<file path="src/rtl/sram_mem_responder.sv">
// Memory-stage responder that splits a 32-bit load/store into two 16-bit SRAM accesses.
// It holds the pipeline (ready=0) until both halves have completed.
module sram_mem_responder #(
    parameter int WAIT_CYCLES = 2,
    parameter int SRAM_ADDR_W = 18
) (
    input  logic                   clk,
    input  logic                   rst,
    input  logic                   mem_read,
    input  logic                   mem_write,
    input  logic [31:0]            address,
    input  logic [31:0]            write_data,
    output logic [31:0]            read_data,
    output logic                   ready,
    output logic [SRAM_ADDR_W-1:0] sram_addr,
    input  logic [15:0]            sram_dq_in,
    output logic [15:0]            sram_dq_out,
    output logic                   sram_dq_oe,
    output logic                   sram_we_n
);

    typedef enum logic [1:0] {
        IDLE = 2'd0,
        LOW  = 2'd1,
        HIGH = 2'd2,
        DONE = 2'd3
    } state_t;

    localparam logic [3:0] LP_LAST = 4'(WAIT_CYCLES - 1);

    state_t                   r_state;
    state_t                   w_nextState;
    logic [3:0]               r_waitCnt;
    logic [3:0]               w_nextCnt;
    logic                     r_isRead;
    logic [SRAM_ADDR_W-2:0]   r_addr;
    logic [31:0]              r_wdata;
    logic [31:0]              r_readData;
    logic                     w_req;
    logic                     w_lastCycle;
    logic                     w_unused;

    assign w_req       = mem_read | mem_write;
    assign w_lastCycle = (r_waitCnt == LP_LAST);
    assign read_data   = r_readData;
    assign w_unused    = &{1'b0, address[31:SRAM_ADDR_W+1], address[1:0]};

    always_ff @(posedge clk or negedge rst) begin
        if (!rst) begin
            r_state    <= IDLE;
            r_waitCnt  <= 4'd0;
            r_isRead   <= 1'b0;
            r_addr     <= '0;
            r_wdata    <= 32'd0;
            r_readData <= 32'd0;
        end else begin
            r_state   <= w_nextState;
            r_waitCnt <= w_nextCnt;
            // A simultaneous read and write request is served as a read.
            if (r_state == IDLE && w_req) begin
                r_addr   <= address[SRAM_ADDR_W:2];
                r_wdata  <= write_data;
                r_isRead <= mem_read;
            end
            if (r_isRead && w_lastCycle && r_state == LOW) begin
                r_readData[15:0] <= sram_dq_in;
            end
            if (r_isRead && w_lastCycle && r_state == HIGH) begin
                r_readData[31:16] <= sram_dq_in;
            end
        end
    end

    // The write strobe is released in the last cycle of each phase so the data is held past the strobe.
    always_comb begin
        w_nextState = r_state;
        w_nextCnt   = r_waitCnt;
        ready       = 1'b0;
        sram_addr   = '0;
        sram_dq_out = 16'd0;
        sram_dq_oe  = 1'b0;
        sram_we_n   = 1'b1;
        case (r_state)
            IDLE: begin
                ready = ~w_req;
                if (w_req) begin
                    w_nextState = LOW;
                    w_nextCnt   = 4'd0;
                end
            end
            LOW: begin
                sram_addr = {r_addr, 1'b0};
                if (!r_isRead) begin
                    sram_dq_oe  = 1'b1;
                    sram_dq_out = r_wdata[15:0];
                    sram_we_n   = w_lastCycle;
                end
                if (w_lastCycle) begin
                    w_nextState = HIGH;
                    w_nextCnt   = 4'd0;
                end else begin
                    w_nextCnt = r_waitCnt + 4'd1;
                end
            end
            HIGH: begin
                sram_addr = {r_addr, 1'b1};
                if (!r_isRead) begin
                    sram_dq_oe  = 1'b1;
                    sram_dq_out = r_wdata[31:16];
                    sram_we_n   = w_lastCycle;
                end
                if (w_lastCycle) begin
                    w_nextState = DONE;
                    w_nextCnt   = 4'd0;
                end else begin
                    w_nextCnt = r_waitCnt + 4'd1;
                end
            end
            DONE: begin
                ready       = 1'b1;
                w_nextState = IDLE;
            end
            default: begin
                w_nextState = IDLE;
            end
        endcase
    end

endmodule

</file>
<file path="config.mk">
export PLATFORM = sky130hd
export DESIGN_NAME = sram_mem_responder
export DESIGN_NICKNAME = d
export VERILOG_FILES = /design/src/rtl/sram_mem_responder.sv
export SDC_FILE = /design/constraint.sdc
export NUM_CORES = 1
export LEC_CHECK = 0
export BUFFER_PORTS_ARGS = -buffer_cell sky130_fd_sc_hd__buf_2
export CELL_PAD_IN_SITES_DETAIL_PLACEMENT = 2
export CELL_PAD_IN_SITES_GLOBAL_PLACEMENT = 2
export CORE_UTILIZATION = 31
export DETAILED_ROUTE_END_ITERATION = 6
export HOLD_SLACK_MARGIN = 0.1
export PLACE_DENSITY_LB_ADDON = 0.12
export SETUP_SLACK_MARGIN = 0.05
export SYNTH_ARGS = -nofsm -noshare
export SYNTH_HDL_FRONTEND = slang
export SYNTH_SLANG_ARGS = --single-unit
</file>
<file path="constraint.sdc">
create_clock -name clk -period 2 [get_ports clk]
set_input_delay 0 -clock clk [delete_from_list [all_inputs] [get_ports clk]]
set_output_delay 0 -clock clk [all_outputs]
set_load 0.03 [all_outputs]
</file>
# After elaboration in Yosys (flattened, before gate mapping)
# Cells that the tools add are included.
# Widths: inputs -> output; s select.
dict set report classes {
  addsub 1
  eq_ne 7
  muxes 16
  bitwise_logic 2
  reduce_logical 9
}
# op n
set ops {}
lappend ops {{$pmux 18 s2} 1}
lappend ops {{$mux 16} 2}
lappend ops {{$pmux 16 s2} 1}
lappend ops {{$mux 4} 2}
lappend ops {{$pmux 2 s4} 1}
lappend ops {{$pmux 4 s2} 1}
lappend ops {{$mux 2} 3}
lappend ops {{$ne 2x2->1 const B} 3}
lappend ops {{$add 4x1->4 const B} 1}
lappend ops {{$eq 2x2->1 const B} 2}
lappend ops {{$eq 4x1->1 const B} 1}
lappend ops {{$logic_and 1x1->1} 4}
lappend ops {{$mux 1} 4}
lappend ops {{$reduce_and 3->1} 1}
lappend ops {{$eq 2x1->1 const B} 1}
lappend ops {{$logic_not 2->1} 1}
lappend ops {{$pmux 1 s2} 1}
lappend ops {{$reduce_and 2->1} 1}
lappend ops {{$reduce_bool 2->1} 1}
lappend ops {{$reduce_or 2->1} 1}
lappend ops {{$not 1->1} 1}
lappend ops {{$or 1x1->1} 1}
dict set report word_totals {
  regBits 88
  in_bits 84
  output_inout_bits 69
  word_cells 42
}

# Longest topological paths before layout
# Gate-level depths: netlist (run 1).
dict set report depth {
  word_depth 4
  mapped_depth 7
  mapped_depth_nobuf 5
}

# Worst setup path after synthesis (run 1)
# OpenSTA, ideal clock, no wires.
dict set report synth_path {
  kind {register -> output}
  start {register r_state[0]}
  end {output sram_dq_out[10]}
  t_arrival_ps 1848
  t_required_ps 2000
  slack_ps 152
  path_stages_with_launch 8
  n_path_buf 3
  cell_sequence {dfrtp_1 -> inv_1 -> ha_1 -> clkbuf_1 -> nand2b_1 -> clkbuf_1 -> clkbuf_1 -> nor2_1}
}
dict set report synth_between {
  elab_chain_cells 2
  word_cells_on_any_way 3
  classes_between {2 x eq/ne; 1 x mux}
}
# element line_no
set synth_lines {}
lappend synth_lines {{from (decl)} 31} ;# state_t r_state;
lappend synth_lines {{from (signal assigned)} 57} ;# r_state <= w_nextState;
lappend synth_lines {{$eq 2x2->1 / $eq 2x1->1 (equally long branches)} 83} ;# case (r_state)
lappend synth_lines {{$pmux 16 s2 (*)} 83}
lappend synth_lines {{to (decl)} 17} ;# output logic [15:0] sram_dq_out,
# Every way passes the cells marked *; elsewhere a longest branch is shown, timed or not.

# Worst setup path in the final report (run 1)
dict set report layout_path {
  start {register r_state[0]}
  end {output sram_addr[11]}
}
dict set report layout_between {
  elab_chain_cells 2
  word_cells_on_any_way 3
  classes_between {2 x eq/ne; 1 x mux}
}
# element line_no
set layout_lines {}
lappend layout_lines {{$eq 2x2->1 / $eq 2x1->1 (equally long branches)} 83}
lappend layout_lines {{$pmux 18 s2 (*)} 83}
lappend layout_lines {{to (decl)} 15} ;# output logic [SRAM_ADDR_W-1:0] sram_addr,
# Marked as above.

==> impl_metrics.py, run 1 <==
metrics = {
    "run_status": {
        "status": "complete, no violations",
    },
    "global_routing": {
        "grt_max_degree": 54,
        "grt_pass1_vias": 3483,
        "overflow": 0,
        "antenna_found_initial": 0,
        "track_usage_pct": 18.7,
        "grt_pass1_wl_mm": 18.2,
    },
    "route": {
        "drt_iter0_drc": 43,
        "via_count": 3005,
        "ant_nets": 0,
        "viasPerCell": 4.54,
        "wire_per_inst_um": 17.4,
        "drc_errors": 0,
        "first_pass_iters": 3,
        "wl_mm": 11.5,
    },
    "synth": {
        "yosys.area.top_type_share_pct": 56.6,
        "yosys_warnings": 0,
        "syn_inst": 279,
        "synthDistinctLibCells": 31,
        "synth.largest_area_cell": "dfrtp_1",
        "avgSynthCellArea_um2": 13.9,
        "ys.flop_type": "dfrtp_1",
        "async_reset_ff_share_pct": 100,
        "yosysSeqAreaShare_pct": 56.6,
        "synth_common_cells": "dfrtp_1 (88), mux2_2 (62), mux2_4 (20), nor2_1 (20), and2_1 (17)",
        "syn_nets": 371,
        "synth_edf_count": 0,
        "yosys-top-cells-area": "dfrtp_1 (57%), mux2_2 (18%), mux2_4 (7.7%)",
        "synth-seq-cells": 88,
        "yosysMostFrequentCell": "dfrtp_1",
        "synth_area_um2": 3890,
    },
    "placement": {
        "place.gp.congestion": 0.659,
        "hpwl_mm": 7.40,
        "placed_cells": 581,
        "io_buffers": 137,
        "post_dp_cell_area_um2": 4870,
    },
    "clock_tree": {
        "clock_sink_count": 88,
        "clock_latency_ns": 0.34,
        "cts.path.max_buffers": 2,
        "path_clk_slew_ns": 0.06,
        "cts_tree": "built",
        "h-tree-depth": 3,
        "numCtsBuffers": 9,
        "post_cts_buffers": 0,
        "cts_root_buffer": "clkbuf_16",
    },
    "die": {
        "rows": 40,
        "io_pins": 153,
        "die_area_um2": 13000,
        "initial_core_util_pct": 32.1,
        "die_y_um": 114,
        "die_width_um": 114,
        "core_region_area_um2": 12100,
    },
    "layout": {
        "area_growth_pct": 53.0,
        "fillers": 1233,
        "regArea_um2": 2200,
        "fin_util_pct": 49.2,
        "num_antenna_cells": 0,
        "fin_nets": 583,
        "stdcell_count": 662,
        "multi_input_area_um2": 1640,
        "finalInstanceArea_um2": 5950,
        "layout-drive-gt1-share_pct": 51.6,
    },
    "critical_path": {
        "path_max_fanout": 17,
        "path_delay_family": "buffers and inverters",
        "critical_path_arrival_ns": 1.87,
        "crit_path_top_delay_cell": "dfrtp_1",
        "max_stage_delay_ns": 0.44,
        "crit_required_ns": 2.00,
        "cp-end-kind": "output port",
        "cp_common_cell": "buf_4",
        "crit_path_start_kind": "register",
        "path_buf_inv": 4,
        "path_class": "reg2out",
        "cp_cell_sequence": "inv_2 > buf_4 > ha_4 > o21a_1 > buf_6 > and2_1 > buf_4",
    },
    "sta": {
        "rsz0062_at_grt": "true",
        "fmax_ghz": 0.534,
        "period_share_pct": 93.7,
        "slew_viol_final": 0,
        "tns_ns": 0,
        "hold_viol_final": 0,
        "worstMarginPinSlew_ns": 0.691,
        "fin_skew_ns": 0.00918,
        "fin_crit_ns": 1.87,
        "relSlewSlack_pct": 53.9,
        "setup_viol": 0,
    },
    "power": {
        "pwr_density_cell_nw_per_um2": 1780,
        "p_leak_nw": 2.85,
        "finalPower_mw": 10.6,
        "peakVddDrop_uv": 755,
    },
    "run": {
        "maxCapViolations": 0,
    },
    "min_path": {
        "hp-class": "in2async",
    },
}
[per-layer routing]
metal | track usage (%) | up-vias | share of wire, %
met2 | 34.3 | 79 | 54
met1 | 20.4 | 1522 | 39
met5 | 0 | - | 0
met3 | 5.53 | 11 | 5.6
li1 | - | 1393 | -
met4 | 6.67 | 0 | 1.4
[worst paths after layout]
| kind | from | to | slack [ns] | depth (start not counted) |
|---|---|---|---|---|
| setup / recovery | r_state[0] | sram_addr[11] | 0.13 | 7 |
| hold / removal | rst | r_addr[16] | 0.25 | 2 |
| setup reg to reg | r_state[1] | r_state[1] | 0.17 | 5 |
| hold reg to reg | r_addr[11] | r_addr[11] | 0.50 | 1 |
| max in group asynchronous | rst | r_state[1] | 1.12 | 3 |
| min in group clk | mem_write | r_wdata[26] | 0.28 | 3 |
[final cells by class]
class	instances	area share, %
inverters	4	0.252
multi-input cells	172	27.5
clock buffers	11	4.08
repair buffers	216	26.5
flip-flops and latches	88	37.0
clock inverters	3	1.13
well taps	168	3.53
[worst register-to-register path: cells and delay by family, from the launching register on]
kind	cells	cell delay, ns
AND/OR/NAND/NOR	1	0.42
AO/OA/AOI/OAI	1	0.15
flip-flops	1	0.45
multiplexers	1	0.35
adder cells (fa/ha/maj)	1	0.20
buffers and inverters	1	0.15
[what timing repair did]
item	CTS	global route
endpoints found under the hold margin	134	0
resized for setup	23	11
hold buffers	67	0
endpoints found under the setup margin	37	35
[stage by stage]
| stage | worst slack, ns | hold WS [ns] |
|---|---|---|
| after global routing | 0.0420 | 0.300 |
| after global placement | 0.151 | 0.102 |
| after CTS | 0.0384 | 0.253 |
| after detailed placement | 0.0616 | 0.0945 |
| final | 0.126 | 0.246 |
| after floorplan | 0.152 | -0.296 |
[cells in the final DEF, fill, tap and decap left out, types with 9 or more instances in the layout]
master / Yosys / layout
clkbuf_16: 0 / 9
nor2_1: 20 / 20
mux2_2: 62 / 62
a22oi_1: 16 / 16
dfrtp_1: 88 / 87
buf_2: 6 / 116
mux2_4: 20 / 20
dlygate4sd3_1: 0 / 67
and2_1: 17 / 17
buf_4: 0 / 23
[where the power goes]
group / internal (mW) / leakage [nW] / switching [mW] / total, mW
Clock: 1.12 / 0.148 / 0.687 / 1.80
Combinational: 2.42 / 1.67 / 3.11 / 5.53
Sequential: 2.71 / 1.04 / 0.533 / 3.24
Total: 6.24 / 2.85 / 4.33 / 10.6
[sequential cells by signal (all words and copies together), names as in the netlist]
name and count:
r_isRead 1, read_data 32, r_state 2, r_wdata 32
r_addr 17, r_waitCnt 4
[cell families (layout without fill, tap and decap cells)]
kind of cell | after synthesis | after routing | share of synthesized area, %
flops | 88 | 88 | 56.6
buf+inv | 19 | 234 | 2.41
simple gates | 54 | 54 | 7.68
compound gates | 28 | 28 | 5.08
mux | 82 | 82 | 25.7
fa+ha+maj | 8 | 8 | 2.57
No activity file was read; power rests on OpenSTA's default activity.
==> run 2, diff against run 1 <==
BUFFER_PORTS_ARGS = unset   (was -buffer_cell sky130_fd_sc_hd__buf_2)
CORE_UTILIZATION = 38   (was 31)
CTS_CLUSTER_SIZE = 30   (was unset)
DONT_BUFFER_PORTS = 1   (was unset)
==> impl_metrics.py, run 2 (synthesis gave the netlist of run 1 again) <==
metrics = {
    "critical_path": {
        "cp-end-kind": "register",
        "crit_path_start_kind": "register",
        "critical_path_arrival_ns": 2.08,
        "path_max_fanout": 7,
        "path_class": "reg2reg",
        "crit_required_ns": 2.25,
    },
    "route": {
        "drc_errors": 0,
        "top_layer": "met4",
        "via_count": 2689,
        "ant_nets": 0,
        "wire_per_inst_um": 20.8,
        "wl_met3_um": 823,
        "viasPerCell": 5.00,
        "dr_wl_met2_mm": 5.80,
        "wl_mm": 11.2,
        "wl_met1_mm": 4.36,
        "first_pass_iters": 3,
        "drt_iter0_drc": 71,
    },
    "global_routing": {
        "grt_max_degree": 89,
        "track_usage_pct": 21.5,
        "overflow": 0,
        "grt_pass1_vias": 3079,
        "grt_pass1_wl_mm": 16.6,
        "antenna_found_initial": 1,
    },
    "power": {
        "pwr-share-comb_pct": 46.7,
        "p_leak_nw": 2.45,
        "finalPower_mw": 10.1,
        "pwr-share-seq_pct": 39.6,
        "p_sw_mw": 4.32,
        "peakVddDrop_uv": 759,
        "pwr_density_cell_nw_per_um2": 1860,
        "cellInternalPower_mw": 5.76,
        "sw_frac_of_total_pct": 42.8,
        "p_clk_share_pct": 13.7,
    },
    "layout": {
        "fin_nets": 492,
        "layout-drive-gt1-share_pct": 40.8,
        "regArea_um2": 2200,
        "multi_input_area_um2": 1650,
        "area_growth_pct": 39.3,
        "final_common_cell": "dfrtp_1",
        "fillers": 921,
        "mostFrequentLayoutCells": "dfrtp_1 (87), dlygate4sd3_1 (70), mux2_2 (62), buf_4 (48)",
    },
    "die": {
        "initial_core_util_pct": 39.4,
        "rows": 36,
        "io_pins": 153,
        "die_area_um2": 10600,
        "die_y_um": 103,
        "die_width_um": 103,
        "core_region_area_um2": 9860,
    },
    "clock_tree": {
        "numCtsBuffers": 9,
        "hold_buffers": 70,
        "h-tree-depth": 3,
        "path_clk_slew_ns": 0.10,
        "clock_latency_ns": 0.37,
        "cts_tree": "built",
        "cts_root_buffer": "clkbuf_8",
        "clock_sink_count": 88,
        "cts.path.max_buffers": 2,
    },
    "sta": {
        "fmax_ghz": 0.549,
        "fin_crit_ns": 1.82,
        "tns_ns": 0,
        "period_share_pct": 91.2,
        "rsz0062_at_grt": "false",
        "relSlewSlack_pct": 68.7,
        "hold-worst-slack_ns": -0.681,
        "fin_skew_ns": 0.0236,
        "hold_viol_final": 88,
        "worstMarginPinSlew_ns": 0.465,
        "setup_viol": 0,
        "slew_viol_final": 0,
    },
    "placement": {
        "hpwl_mm": 6.47,
        "place.gp.congestion": 0.657,
        "io_buffers": 0,
    },
    "run": {
        "maxCapViolations": 0,
    },
    "run_status": {
        "violations": "negative hold slack",
        "status": "complete, but fails checks",
    },
    "min_path": {
        "hp-class": "in2async",
    },
}
run 2: final cells by class:
type                            count  share of cell area [%]
Clock buffer                        9                    2.29
Inverter                            4                   0.277
Tap cell                          133                    3.07
Sequential cell                    88                    40.7
Antenna cell                        1                  0.0462
Clock inverter                      6                    1.71
Timing Repair Buffer              125                    21.6
Multi-Input combinational cell    172                    30.4
run 2: through the flow:
step	worst slack, ns	area, um^2	cells	hold WS [ns]	utilization (%)
6_report	0.177	5420	538	-0.681	54.9
5_1_grt	0.0584	5420	538	-0.707	54.9
3_3_place_gp	0.145	4390	443	-0.294	44.5
4_1_cts	0.0510	5340	529	-0.704	54.1
3_5_place_dp	0.0294	4390	443	-0.294	44.5
2_1_floorplan	0.152	3890	279	-0.296	-
run 2: repair_timing:
item / 4_1_cts / 5_1_grt
gates resized for setup: 7 / 5
cloned: 0 / 1
setup endpoints to repair: 37 / 38
endpoints found under the hold margin: 171 / 88
pin swaps: 0 / 1
buffers inserted: 1 / 8
run 2: worst paths after layout:
path,from,to,slack (ns),depth (start not counted)
max,r_state[1],r_addr[10],0.18,5
min,rst,r_wdata[17],-0.68,0
max reg2reg,r_state[1],r_addr[10],0.18,5
min reg2reg,r_addr[16],r_addr[16],0.51,1
max in group asynchronous,rst,r_addr[4],2.53,0
min in group clk,address[17],r_addr[15],0.31,2
run 2: power by group through the flow:
stage                     Clock, mW  Sequential (mW)  Combinational, mW
final                          1.38             3.99               4.71
after global routing           1.48             4.09               5.08
after CTS                      1.41             3.95               4.51
after detailed placement          0             3.96               4.23
after global placement            0             3.92               4.08
after floorplan                   0             3.78               3.00
run 2: metal layers:
| layer | up-vias | GRT usage, % |
|---|---|---|
| li1 | 1218 | - |
| met1 | 1359 | 24.2 |
| met2 | 97 | 38.3 |
| met3 | 15 | 7.19 |
| met4 | 0 | 7.58 |
| met5 | - | 0 |
run 2: critical path: stages (launching register included):
cell and delay, ns:
dfrtp_2 0.42, inv_2 0.08, ha_4 0.19, o21ai_4 0.10, mux2_2 0.36, dlygate4sd3_1 0.56
==> run 3, diff against run 2 <==
clock period = 1.7 ns   (was 2 ns; I/O delays follow)
==> impl_metrics.py, run 3 <==
metrics = {
    "synth": {
        "yosys_warnings": 0,
        "synth_edf_count": 0,
        "async_reset_ff_share_pct": 100,
        "ys.flop_type": "dfrtp_1",
        "synthDistinctLibCells": 31,
        "yosysSeqAreaShare_pct": 56.6,
        "syn_inst": 279,
        "avgSynthCellArea_um2": 13.9,
        "yosysMostFrequentCell": "dfrtp_1",
        "yosys-top-cells-area": "dfrtp_1 (57%), mux2_2 (18%), mux2_4 (7.7%)",
        "synth_common_cells": "dfrtp_1 (88), mux2_2 (62), mux2_4 (20), nor2_1 (20), and2_1 (17)",
        "synth_area_um2": 3890,
        "syn_nets": 371,
        "yosys.area.top_type_share_pct": 56.6,
        "synth-seq-cells": 88,
        "synth.largest_area_cell": "dfrtp_1",
    },
    "die": {
        "io_pins": 153,
        "initial_core_util_pct": 39.4,
        "die_width_um": 103,
        "die_y_um": 103,
        "rows": 36,
    },
    "placement": {
        "io_buffers": 0,
        "place.gp.congestion": 0.732,
        "hpwl_mm": 6.57,
    },
    "sta": {
        "grt-worst-endpoint": "sram_dq_out[2]",
        "endpoint_type": "primary output",
    },
    "clock_tree": {
        "cts.path.max_buffers": 2,
        "clock_sink_count": 88,
        "cts_root_buffer": "clkbuf_8",
        "numCtsBuffers": 9,
        "h-tree-depth": 3,
    },
    "run_status": {
        "tool.error": "[ERROR DPL-0033] detailed placement checks failed during check placement.",
        "status": "aborted with a tool error",
        "lastStage": "global routing (5_1_grt)",
    },
    "global_routing": {
        "grt_max_degree": 89,
        "antenna_found_initial": 1,
    },
}
==> run 3: cell counts after synthesis <==
No cell type changed its count.
==> run 3: kinds of logic after synthesis <==
kind of cell,after synthesis,share of synthesized area [%]
DFF,88,56.6
muxes,82,25.7
AOI/OAI and AO/OA,28,5.08
adders and majority gates,8,2.57
buffers and inverters,19,2.41
and+or+nand+nor,54,7.68
==> run 3: timing repair <==
item	CTS
gates resized for setup	76
gates cloned	3
pin swaps	14
endpoints found under the hold margin	175
hold buffers	67
setup endpoints to repair	69
setup buffers	8
==> run 3: metrics by stage <==
stage               worst slack (ns)  hold WS [ns]  area, um^2  std cells  utilization [%]
floorplan                     0.0536        -0.296        4010        279                -
global placement              0.0366        -0.293        4510        439             45.7
detailed placement           -0.0154        -0.292        4510        439             45.7
CTS                          -0.0927        -0.700        5770        531             58.5
==> run 4, diff against run 3 <==
CELL_PAD_IN_SITES_DETAIL_PLACEMENT = unset   (was 2)
CELL_PAD_IN_SITES_GLOBAL_PLACEMENT = unset   (was 2)
CORE_UTILIZATION = 23   (was 38)
CTS_CLUSTER_SIZE = unset   (was 30)
HOLD_SLACK_MARGIN = unset   (was 0.1)
PLACE_DENSITY_LB_ADDON = 0.15   (was 0.12)
SETUP_SLACK_MARGIN = unset   (was 0.05)
==> impl_metrics.py, run 4 (synthesis gave the netlist of run 1 again) <==
metrics = {
    "run_status": {
        "status": "complete, but fails checks",
        "violations": "negative hold slack",
    },
    "power": {
        "finalPower_mw": 13.4,
        "peakVddDrop_uv": 668,
        "p_leak_nw": 2.63,
        "pwr_density_cell_nw_per_um2": 2220,
    },
    "global_routing": {
        "antenna_found_initial": 1,
        "grt_pass1_wl_mm": 16.1,
        "grt_pass1_vias": 2840,
        "overflow": 0,
        "track_usage_pct": 12.3,
        "grt_max_degree": 89,
    },
    "critical_path": {
        "crit_required_ns": 1.93,
        "cp_common_cell": "buf_6",
        "cp-startpoint": "r_state[0]",
        "r2r_cells": 8,
        "rr_startpoint": "r_state[0]",
        "cp_cell_sequence": "inv_2 > buf_6 > ha_4 > buf_6 > buf_6 > nand3_4 > clkbuf_16 > mux2_4",
        "crit_path_start_kind": "register",
        "path_max_fanout": 8,
        "crit_path_top_delay_cell": "dfrtp_1",
        "critical_path_arrival_ns": 1.93,
        "cp-end-kind": "register",
        "path_class": "reg2reg",
        "max_stage_delay_ns": 0.38,
    },
    "die": {
        "die_y_um": 132,
        "die_area_um2": 17400,
        "io_pins": 153,
        "initial_core_util_pct": 23.5,
        "rows": 47,
        "die_width_um": 132,
        "core_region_area_um2": 16500,
    },
    "sta": {
        "hold_viol_final": 88,
        "hold-worst-slack_ns": -0.653,
        "fmax_ghz": 0.589,
        "worstMarginPinSlew_ns": 0.451,
        "setup_viol": 0,
        "rsz0062_at_grt": "true",
        "worst_slack_ns": 0.00207,
        "relSlewSlack_pct": 69.6,
        "fin_crit_ns": 1.70,
        "fin_skew_ns": 0.00594,
        "period_share_pct": 99.9,
        "slew_viol_final": 0,
    },
    "clock_tree": {
        "cts_tree": "built",
        "path_clk_slew_ns": 0.06,
        "cts.path.max_buffers": 2,
        "numCtsBuffers": 9,
        "hold_buffers": 66,
        "clock_latency_ns": 0.35,
        "clock_sink_count": 88,
        "cts_root_buffer": "clkbuf_16",
        "h-tree-depth": 3,
    },
    "route": {
        "drc_errors": 0,
        "ant_nets": 0,
        "drt_iter0_drc": 73,
        "viasPerCell": 4.23,
        "first_pass_iters": 4,
        "wl_mm": 10.7,
        "wire_per_inst_um": 16.9,
        "via_count": 2680,
    },
    "layout": {
        "fin_nets": 499,
        "mostFrequentLayoutCells": "dfrtp_1 (88), dlygate4sd3_1 (66), mux2_2 (62), buf_4 (29), buf_6 (23)",
        "area_growth_pct": 55.5,
        "layout-drive-gt1-share_pct": 53.2,
        "stdcell_count": 633,
        "fin_util_pct": 36.6,
        "final_common_cell": "dfrtp_1",
    },
    "run": {
        "maxCapViolations": 0,
    },
    "placement": {
        "placed_cells": 534,
        "pre_cts_slack_ns": 0.00697,
        "io_buffers": 0,
        "hpwl_mm": 6.48,
        "place.gp.congestion": 0.708,
    },
    "min_path": {
        "hp-class": "in2async",
    },
}
==> run 4: routing by layer <==
layer / share of wire, % / routed length [um] / vias up / GRT usage [%]
met5: 0 / 0 / - / 0
met3: 3.9 / 422 / 11 / 3.46
met2: 51 / 5420 / 55 / 20.1
met1: 44 / 4680 / 1369 / 15.0
li1: - / - / 1245 / -
met4: 1.8 / 195 / 0 / 5.81
==> run 4: final cells by class <==
cell class | instances | area (um^2)
clock buffer | 11 | 243
antenna | 1 | 2.50
fill | 1617 | 10500
timing repair buffer | 130 | 1390
sequential | 88 | 2200
multi-input combinational | 174 | 1870
inverter | 4 | 15.0
tap | 220 | 275
clock inverter | 5 | 56.3
==> run 4: critical path, delay by kind of cell, from the launching register on <==
family | cells | cell delay, ns
multiplexers | 1 | 0.29
flip-flops | 1 | 0.38
buffers and inverters | 5 | 0.63
adder cells (fa/ha/maj) | 1 | 0.18
AND/OR/NAND/NOR | 1 | 0.10
==> run 4: through the flow <==
step                instance area (um^2)  setup TNS (ns)
floorplan                           3930          -0.699
global placement                    4570               0
detailed placement                  4570               0
CTS                                 5700        -0.00719
global route                        6050           -1.96
finish                              6050               0
==> run 4: what timing repair did <==
item / 4_1_cts / 5_1_grt
pin swaps: 2 / 24
endpoints found under the setup margin: 36 / 49
buffers inserted: 1 / 10
gates cloned: 2 / 3
endpoints found under the hold margin: 170 / 88
gates resized for setup: 30 / 52
==> run 4: final timing paths <==
| kind | slack, ns | end |
|---|---|---|
| max reg2reg | 0.002 | read_data[28] |
| min | -0.65 | r_wdata[3] |
| max in group asynchronous | 2.22 | read_data[23] |
| max | 0.002 | read_data[28] |
| min in group clk | 0.05 | r_waitCnt[0] |
| min reg2reg | 0.51 | r_addr[0] |
==> run 4: power by group <==
part,switching (mW),internal [mW],leakage (nW)
logic,3.05,3.67,1.44
registers,1.54,3.17,1.04
clock network,0.842,1.18,0.146
total,5.43,8.01,2.63
